--- src/rtl/dmem_arbiter_pkg.sv ---
// Shared definitions for the data-RAM arbiter.
//   - default parameter values (RAM address width, starvation and burst limits)
//   - owner_e : which master a pending RAM read belongs to
//   - state_e : arbiter FSM state (the master granted last cycle)
package dmem_arbiter_pkg;

    localparam int DEF_AW        = 10;
    localparam int DEF_MAX_WAIT  = 4;
    localparam int DEF_MAX_BURST = 8;

    typedef enum logic [1:0] {
        OWN_NONE = 2'd0,
        OWN_M0   = 2'd1,
        OWN_M1   = 2'd2
    } owner_e;

    typedef enum logic [1:0] {
        ST_IDLE = 2'd0,
        ST_M0   = 2'd1,
        ST_M1   = 2'd2
    } state_e;

endpackage

--- src/rtl/dmem_arbiter_sat_counter.sv ---
// Saturating up-counter with synchronous clear.
// Ports:
//   clk, rst  : clock, synchronous active-high reset
//   clr_i     : clear to zero (wins over inc_i)
//   inc_i     : count up by one, holding at MAX
//   cnt_o     : current count
module arb_sat_counter #(
    parameter int W   = 3,
    parameter int MAX = 4
) (
    input  logic         clk,
    input  logic         rst,
    input  logic         clr_i,
    input  logic         inc_i,
    output logic [W-1:0] cnt_o
);

    localparam logic [W-1:0] MAX_V = W'(MAX);

    logic [W-1:0] cnt_q;
    logic [W-1:0] cnt_d;

    always_comb begin
        cnt_d = cnt_q;
        if (clr_i) begin
            cnt_d = '0;
        end else if (inc_i && (cnt_q != MAX_V)) begin
            cnt_d = cnt_q + W'(1);
        end
    end

    always_ff @(posedge clk) begin
        if (rst) begin
            cnt_q <= '0;
        end else begin
            cnt_q <= cnt_d;
        end
    end

    assign cnt_o = cnt_q;

endmodule

--- src/rtl/dmem_arbiter.sv ---
// Two-master arbiter in front of the single-port data RAM.
// Master 0 is the CPU data port and has default priority; master 1 is a
// DMA/debug requester. A starvation counter (wait_cnt) forces m1 through after
// MAX_WAIT denied cycles; a lock window lets m1 hold the RAM for up to
// MAX_BURST consecutive cycles before the CPU gets one forced slot.
//
// Handshake: a request is held high until it is served. m0 is served in any
// cycle where m0_req=1 and m0_stall=0; m1 is served in any cycle where
// m1_gnt=1. Service is combinational in the request cycle; read data appears
// on m0_rdata/m1_rdata the following cycle, flagged by m1_rvalid for m1.
//
// Ports:
//   clk, rst            : clock, synchronous active-high reset
//   m0_*                : CPU request/we/addr/wdata in, rdata/stall out
//   m1_*                : master-1 request/lock/we/addr/wdata in,
//                         gnt/rvalid/rdata out
//   ram_*               : RAM enable/we/addr/din out, dout in
//   dbg_*_o             : FSM state, counters and read owner for observation
module dmem_arbiter
    import dmem_arbiter_pkg::*;
#(
    parameter int AW        = DEF_AW,
    parameter int MAX_WAIT  = DEF_MAX_WAIT,
    parameter int MAX_BURST = DEF_MAX_BURST
) (
    input  logic                             clk,
    input  logic                             rst,
    input  logic                             m0_req,
    input  logic [3:0]                       m0_we,
    input  logic [31:0]                      m0_addr,
    input  logic [31:0]                      m0_wdata,
    output logic [31:0]                      m0_rdata,
    output logic                             m0_stall,
    input  logic                             m1_req,
    input  logic                             m1_lock,
    input  logic [3:0]                       m1_we,
    input  logic [31:0]                      m1_addr,
    input  logic [31:0]                      m1_wdata,
    output logic                             m1_gnt,
    output logic                             m1_rvalid,
    output logic [31:0]                      m1_rdata,
    output logic                             ram_ena,
    output logic [3:0]                       ram_we,
    output logic [AW-1:0]                    ram_addr,
    output logic [31:0]                      ram_din,
    input  logic [31:0]                      ram_dout,
    output state_e                           dbg_state_o,
    output logic [$clog2(MAX_WAIT+1)-1:0]    dbg_wait_cnt_o,
    output logic [$clog2(MAX_BURST)-1:0]     dbg_burst_cnt_o,
    output owner_e                           dbg_rd_owner_o
);

    localparam int WAIT_W  = $clog2(MAX_WAIT + 1);
    localparam int BURST_W = $clog2(MAX_BURST);
    localparam logic [WAIT_W-1:0]  WAIT_SAT  = WAIT_W'(MAX_WAIT);
    localparam logic [BURST_W-1:0] BURST_LIM = BURST_W'(MAX_BURST - 1);

    state_e              state_q, state_d;
    owner_e              rd_owner_q, rd_owner_d;
    logic                gnt0, gnt1;
    logic                starve, keep_burst;
    logic [WAIT_W-1:0]   wait_cnt;
    logic [BURST_W-1:0]  burst_cnt;

    // Address bits above the RAM word range are not decoded here.
    logic unused_addr_hi;
    assign unused_addr_hi = ^{m0_addr[31:AW], m1_addr[31:AW]};

    // Grant decision and next state.
    always_comb begin
        gnt0       = 1'b0;
        gnt1       = 1'b0;
        starve     = m1_req && (wait_cnt == WAIT_SAT);
        // burst_cnt counts continuation grants only (state already M1), so the
        // first grant plus MAX_BURST-1 continuations give MAX_BURST cycles.
        keep_burst = (state_q == ST_M1) && m1_req && m1_lock &&
                     (burst_cnt < BURST_LIM);
        if (rst) begin
            gnt0 = 1'b0;
            gnt1 = 1'b0;
        end else if (keep_burst) begin
            gnt1 = 1'b1;
        end else if (m0_req && !starve) begin
            gnt0 = 1'b1;
        end else if (m1_req) begin
            gnt1 = 1'b1;
        end

        if (gnt0) begin
            state_d = ST_M0;
        end else if (gnt1) begin
            state_d = ST_M1;
        end else begin
            state_d = ST_IDLE;
        end

        rd_owner_d = OWN_NONE;
        if (gnt0 && (m0_we == 4'h0)) begin
            rd_owner_d = OWN_M0;
        end else if (gnt1 && (m1_we == 4'h0)) begin
            rd_owner_d = OWN_M1;
        end
    end

    always_ff @(posedge clk) begin
        if (rst) begin
            state_q    <= ST_IDLE;
            rd_owner_q <= OWN_NONE;
        end else begin
            state_q    <= state_d;
            rd_owner_q <= rd_owner_d;
        end
    end

    arb_sat_counter #(.W(WAIT_W), .MAX(MAX_WAIT)) u_wait_cnt (
        .clk   (clk),
        .rst   (rst),
        .clr_i (gnt1 || !m1_req),
        .inc_i (m1_req && !gnt1),
        .cnt_o (wait_cnt)
    );

    arb_sat_counter #(.W(BURST_W), .MAX(MAX_BURST - 1)) u_burst_cnt (
        .clk   (clk),
        .rst   (rst),
        .clr_i (!gnt1),
        .inc_i (gnt1 && (state_q == ST_M1)),
        .cnt_o (burst_cnt)
    );

    // RAM mux follows the grant in the same cycle.
    always_comb begin
        ram_ena  = gnt0 || gnt1;
        ram_we   = 4'h0;
        ram_addr = m0_addr[AW-1:0];
        ram_din  = m0_wdata;
        if (gnt1) begin
            ram_we   = m1_we;
            ram_addr = m1_addr[AW-1:0];
            ram_din  = m1_wdata;
        end else if (gnt0) begin
            ram_we   = m0_we;
        end
    end

    assign m0_stall  = m0_req && !gnt0 && !rst;
    assign m0_rdata  = ram_dout;
    assign m1_gnt    = gnt1;
    assign m1_rdata  = ram_dout;
    // A read in flight when reset arrives is dropped immediately.
    assign m1_rvalid = (rd_owner_q == OWN_M1) && !rst;

    assign dbg_state_o     = state_q;
    assign dbg_wait_cnt_o  = wait_cnt;
    assign dbg_burst_cnt_o = burst_cnt;
    assign dbg_rd_owner_o  = rd_owner_q;

endmodule

--- config.mk ---
export PLATFORM = sky130hd
export DESIGN_NAME = dmem_arbiter
export DESIGN_NICKNAME = d
export VERILOG_FILES = /design/src/rtl/dmem_arbiter_pkg.sv /design/src/rtl/dmem_arbiter_sat_counter.sv /design/src/rtl/dmem_arbiter.sv
export SDC_FILE = /design/constraint.sdc
export NUM_CORES = 1
export LEC_CHECK = 0
export ABC_CLOCK_PERIOD_IN_PS = 3000
export CORE_AREA = 2 2 114 116
export DETAILED_ROUTE_END_ITERATION = 10
export DIE_AREA = 0 0 116 118
export SLEW_MARGIN = 25
export SYNTH_ARGS = -nofsm -noshare
export SYNTH_HDL_FRONTEND = slang
export SYNTH_SLANG_ARGS = --single-unit
--- constraint.sdc ---
create_clock -name clk -period 3 [get_ports clk]
set_input_delay 0.75 -clock clk [delete_from_list [all_inputs] [get_ports clk]]
set_output_delay 0.75 -clock clk [all_outputs]
set_load 0.02 [all_outputs]
Word level (Yosys, flattened, before mapping)

Index checks and enable logic that the tools add are counted.

Bits in read-only memories: 0
Latch bits: 0
Logic and storage cells: 57
Memories kept: 0
Bits in writable memories: 0
Output and inout bits: 124
Flip-flop bits (word level): 10
Input bits: 173

Order comparisons: 1
$add $sub $neg: 2
Equal/unequal tests: 5
Reductions and logical operators: 27
Multipliers: 0
Shift operators: 0
Bitwise logic cells: 1
Div/mod/pow operators: 0
Muxes and demuxes: 15

Operator list:

| cell                                         | count |
|---|---|
| two-way mux 32 bit                           | 1 |
| logical AND 1 bit                            | 14 |
| two-way mux 10 bit                           | 1 |
| two-way mux 1 bit                            | 9 |
| zero test 4 bit                              | 2 |
| two-way mux 4 bit                            | 2 |
| OR reduction 2 bit                           | 4 |
| adder 3 x 1 -> 3 bit, second input constant  | 2 |
| inequality test 3 bit, second input constant | 2 |
| zero test 1 bit                              | 5 |
| equality test 2 bit, second input constant   | 2 |
| two-way mux 2 bit                            | 2 |
| equality test 3 bit, second input constant   | 1 |
| < comparator 3 bit, second input constant    | 1 |
| logical OR 1 bit                             | 2 |
| inverter 1 bit                               | 1 |

Longest topological paths before layout

Word-level depth: 10
Depth in mapped cells: 7
Mapped depth without buffers: 5

By module

A second synthesis with hierarchy kept.

Cell total of the unflattened synthesis: 335
Area total of the unflattened synthesis: 2311.0 sq um

By module, submodules not included:

| module                        | times used | area each (sq um) | seq. area each (sq um) | cells each |
|---|---|---|---|---|
| dmem_arbiter                  | 1          | 1979.4            | 80.1                   | 306 |
| arb_sat_counter (u_wait_cnt)  | 1          | 188.9             | 60.1                   | 17 |
| arb_sat_counter (u_burst_cnt) | 1          | 142.6             | 60.1                   | 12 |

Least setup slack after synthesis

No wires, ideal clock.

Path type: input -> output
From: input port m1_req
To: output port m0_stall
Data required time: 2250 ps
Buffers on the path: 2
Arrival: 1995 ps
Setup slack: 255 ps
Cell stages on the path: 5
Path through: buf_4 nand4b_4 o211a_1 buf_2 nor3b_1

Cells in the longest elaborated chain, start to end: 9
Elaborated cells on any way between the ends: 12
Those cells by class: 3 x mux; 9 x reduce/logical

RTL lines:

| what                              | RTL line            | RTL |
|---|---|---|
| from (decl)                       | dmem_arbiter.sv:34  | `input logic m1_req,` |
| logical AND 1 bit                 | dmem_arbiter.sv:73  | `starve = m1_req && (wait_cnt == WAIT_SAT);` |
| zero test 1 bit                   | dmem_arbiter.sv:83  | `end else if (m0_req && !starve) begin` |
| logical AND 1 bit                 | dmem_arbiter.sv:83  |  |
| two-way mux 1 bit                 | dmem_arbiter.sv:83  |  |
| two-way mux 1 bit *               | dmem_arbiter.sv:81  | `end else if (keep_burst) begin` |
| two-way mux 1 bit *               | dmem_arbiter.sv:78  | `if (rst) begin` |
| zero test 1 bit *                 | dmem_arbiter.sv:146 | `assign m0_stall = m0_req && !gnt0 && !rst;` |
| logical AND 1 bit * (2 in series) | dmem_arbiter.sv:146 |  |
| to (decl)                         | dmem_arbiter.sv:33  | `output logic m0_stall,` |

Every way passes the cells marked *; elsewhere a longest branch is shown, timed or not.

Final worst setup path

From: input port m1_req
To: output port ram_din[0]

Cells in the longest elaborated chain, start to end: 7
Elaborated cells on any way between the ends: 11
Those cells by class: 5 x mux; 6 x reduce/logical

RTL lines:

| what                 | RTL line            | RTL |
|---|---|---|
| logical AND 1 bit    | dmem_arbiter.sv:73  |  |
| zero test 1 bit      | dmem_arbiter.sv:83  |  |
| logical AND 1 bit    | dmem_arbiter.sv:83  |  |
| two-way mux 1 bit    | dmem_arbiter.sv:83  |  |
| two-way mux 1 bit *  | dmem_arbiter.sv:81  |  |
| two-way mux 1 bit *  | dmem_arbiter.sv:78  |  |
| two-way mux 32 bit * | dmem_arbiter.sv:137 | `if (gnt1) begin` |
| to (decl)            | dmem_arbiter.sv:45  | `output logic [31:0] ram_din,` |

Marks and branches as above.

==> flow_summary_export.csv <==
group,metric,value,unit
status,outcome,"finished clean",
setup_path,r2r_start,"u_burst_cnt.cnt_o[0]",
logic_synthesis,synth_top_area_frac,0.221,
worst_hold_path,hold_end,"u_wait_cnt.cnt_o[0]",
setup_path,start_kind,"input port",
place,place_ws,-0.577,ns
route,wl,9250,um
sta,final.period_utilization,0.946,
place,dp_hpwl,6840,um
pwr,swShare,0.347,
sta,worst_slack,0.162,ns
place,dpl_cell_area,3640,um2
route,drt_iter0_markers,207,
final_layout,finalNetCount,593,
logic_synthesis,synth_area,2240,um2
clocking,cts_sinks,10,
final_layout,area_delta_synth_final,60.8,%
clocking,path_clk_slew,0.04,ns
pwr,irDropWorstVdd,154,uV
die,rows,41,
sta,final-max-slew-violation-count,0,
pwr,p_comb_frac,0.544,
clocking,cts.htree.levels,1,
global_routing,globalRouteTotalUtil,0.126,
logic_synthesis,ys_warn_count,0,
die,die_h,118,um
pwr,p_clk_frac,0.301,
run,drv_cap,0,
global_routing,grt_pass1_wl,14000,um
route,drt-wirelength-per-cell,15.8,um
global_routing,grt_overflow,0,
pwr,sequentialPowerShare,0.154,
sta,finalHoldViolations,0,
sta,max_slew_margin,0.631,
logic_synthesis,netlist.top_cell.by_area,"buf_4",
setup_path,endpoint_kind,"output pin",
logic_synthesis,synth.ff_latch_count,10,
die,initial_core_util,0.181,
route,dr.pass1.iters,4,
worst_hold_path,timing.hold.worst.class,"reg2reg",
sta,setup_viol,0,
setup_path,worstPathMaxFanout,15,
setup_path,ff2ff_path_depth,5,
global_routing,grt_max_degree,29,
die,ios,297,
sta,whs,0.528,ns
route,ant_nets,0,
logic_synthesis,synth_area_leaders,"buf_4, o2111ai_1, nand2_1",
final_layout,antenna_cells,0,
pwr,power.net_switching,312,uW
logic_synthesis,synth_cells,327,
setup_path,crit_type,"in2out",
sta,period_minus_slack,2.84,ns
clocking,clkLatencyLatePin,0.24,ns
sta,fmax,352,MHz
sta,rsz0062_at_grt,"false",
global_routing,antenna_found_initial,0,
place,routabilityCongestion,0.792,
route,route.detailed.drc,0,
sta,setup_tns,0,ns
worst_hold_path,worstHoldPathCells,1,
final_layout,layout_commonest_cell,"clkdlybuf4s50_1",
logic_synthesis,avgSynthCellArea,6.86,um2
sta,fin_worst_skew,0.00124,ns
clocking,cts_root_buf,"clkbuf_16",
die,die_width,116,um
final_layout,mostFrequentLayoutCells,"clkdlybuf4s50_1, nand2_1, buf_2, o2111ai_1, o211ai_1",
setup_path,arrival,2.09,ns
pwr,p_leak,0.00141,uW
die,die-area,13700,um2
route,viasPerCell,4.81,
logic_synthesis,syn_nets,504,
clocking,cts_tree,"built",
global_routing,grt_pass1_vias,2813,
pwr,p_per_area,249,nW/um2
setup_path,required,2.25,ns
clocking,cts_buffer_depth,2,
setup_path,crit-reg2reg-capture,"u_burst_cnt.cnt_o[1]",
logic_synthesis,yosysSeqAreaShare,0.0892,
die,core,12400,um2
setup_path,r2r_slack,1.38,ns
final_layout,final_layout_size_suffix_gt1_frac,0.236,
worst_hold_path,hp-start,"u_wait_cnt.cnt_o[0]",
route,vias,2821,
final_layout,fin_area,3610,um2
logic_synthesis,synth_cell_types,26,
place,port_buffers,156,
pwr,fin_total_pwr,900,uW
clocking,cts_made_buffers,3,
sta,worst_slew_pin_slew,0.552,ns
pwr,internal_power,588,uW
[critical path, stage by stage]
cell	delay [ns]
dlygate4sd2_1	0.27
buf_4	0.16
nor2b_4	0.20
buf_4	0.14
buf_8	0.14
nand2_1	0.07
o211ai_1	0.19
buf_4	0.17
[layer usage]
layer,vias up,track usage,share of wire
li1,1307,-,-
met1,1326,0.132,0.37
met2,155,0.234,0.50
met3,33,0.0309,0.092
met4,0,0.0543,0.032
met5,-,0,0
[power groups by stage]
stage	Combinational, uW	Sequential [uW]	Clock (uW)
5_1_grt	524	139	281
6_report	490	139	271
3_5_place_dp	527	141	0
2_1_floorplan	342	144	0
4_1_cts	493	139	276
3_3_place_gp	521	141	0
[flip-flops by register name (all words and copies together) (netlist names)]
| signal | flops |
|---|---|
| dbg_state_o | 2 |
| dbg_rd_owner_o | 2 |
| u_wait_cnt.cnt_o | 3 |
| u_burst_cnt.cnt_o | 3 |
[Yosys cell counts]
cell type / n
nor2_1: 5
nor3b_1: 3
buf_6: 1
nand4b_4: 1
buf_2: 6
ha_1: 4
or4_1: 2
nand2b_1: 5
nand2_1: 89
mux2i_1: 6
inv_1: 3
buf_4: 66
a311oi_1: 2
and3_1: 1
nor3_1: 5
xnor2_1: 2
o211ai_1: 32
o211a_1: 1
o2111ai_1: 42
dfxtp_1: 10
buf_1: 3
clkbuf_1: 24
o211ai_2: 11
nor4_1: 1
nor2b_1: 1
nand3_1: 1
[kinds of logic (layout without fill, tap and decap cells)]
kind of cell | after synthesis | after routing | share of synthesized area
compound gates | 88 | 88 | 0.344
xor+xnor | 2 | 2 | 0.00781
fa+ha+maj | 4 | 4 | 0.0223
buf+inv | 103 | 191 | 0.289
flops | 10 | 10 | 0.0892
mux | 6 | 6 | 0.0268
simple gates | 114 | 114 | 0.220
[worst max path at each step]
stage	start	end	slack, ns
finish	m1_req	ram_din[0]	0.16
global route	m1_req	ram_din[0]	0.03
CTS	rst	ram_din[0]	0.05
detailed placement	m1_req	ram_din[0]	-0.58
global placement	m1_req	ram_din[0]	-0.59
floorplan	m1_req	m0_stall	0.26
[repair_timing]
action | 4_1_cts | 5_1_grt
cloned | 2 | 0
setup buffers | 2 | 0
pin swaps | 3 | 0
endpoints found under the setup margin | 50 | 6
gates resized for setup | 209 | 1
hold buffers | 0 | 0
endpoints found under the hold margin | 0 | 0
[final cells by class]
cell class	count	area, um2
Sequential cell	10	200
Multi-Input combinational cell	214	1430
Clock buffer	4	88.8
Tap cell	172	215
Inverter	3	11.3
Timing Repair Buffer	184	1670
Fill cell	1366	8800
[stage by stage]
step | utilization | cells
finish | 0.291 | 587
global route | 0.291 | 587
CTS | 0.291 | 587
detailed placement | 0.293 | 579
global placement | 0.293 | 579
floorplan | - | 327
No activity file was read; power rests on OpenSTA's default activity.
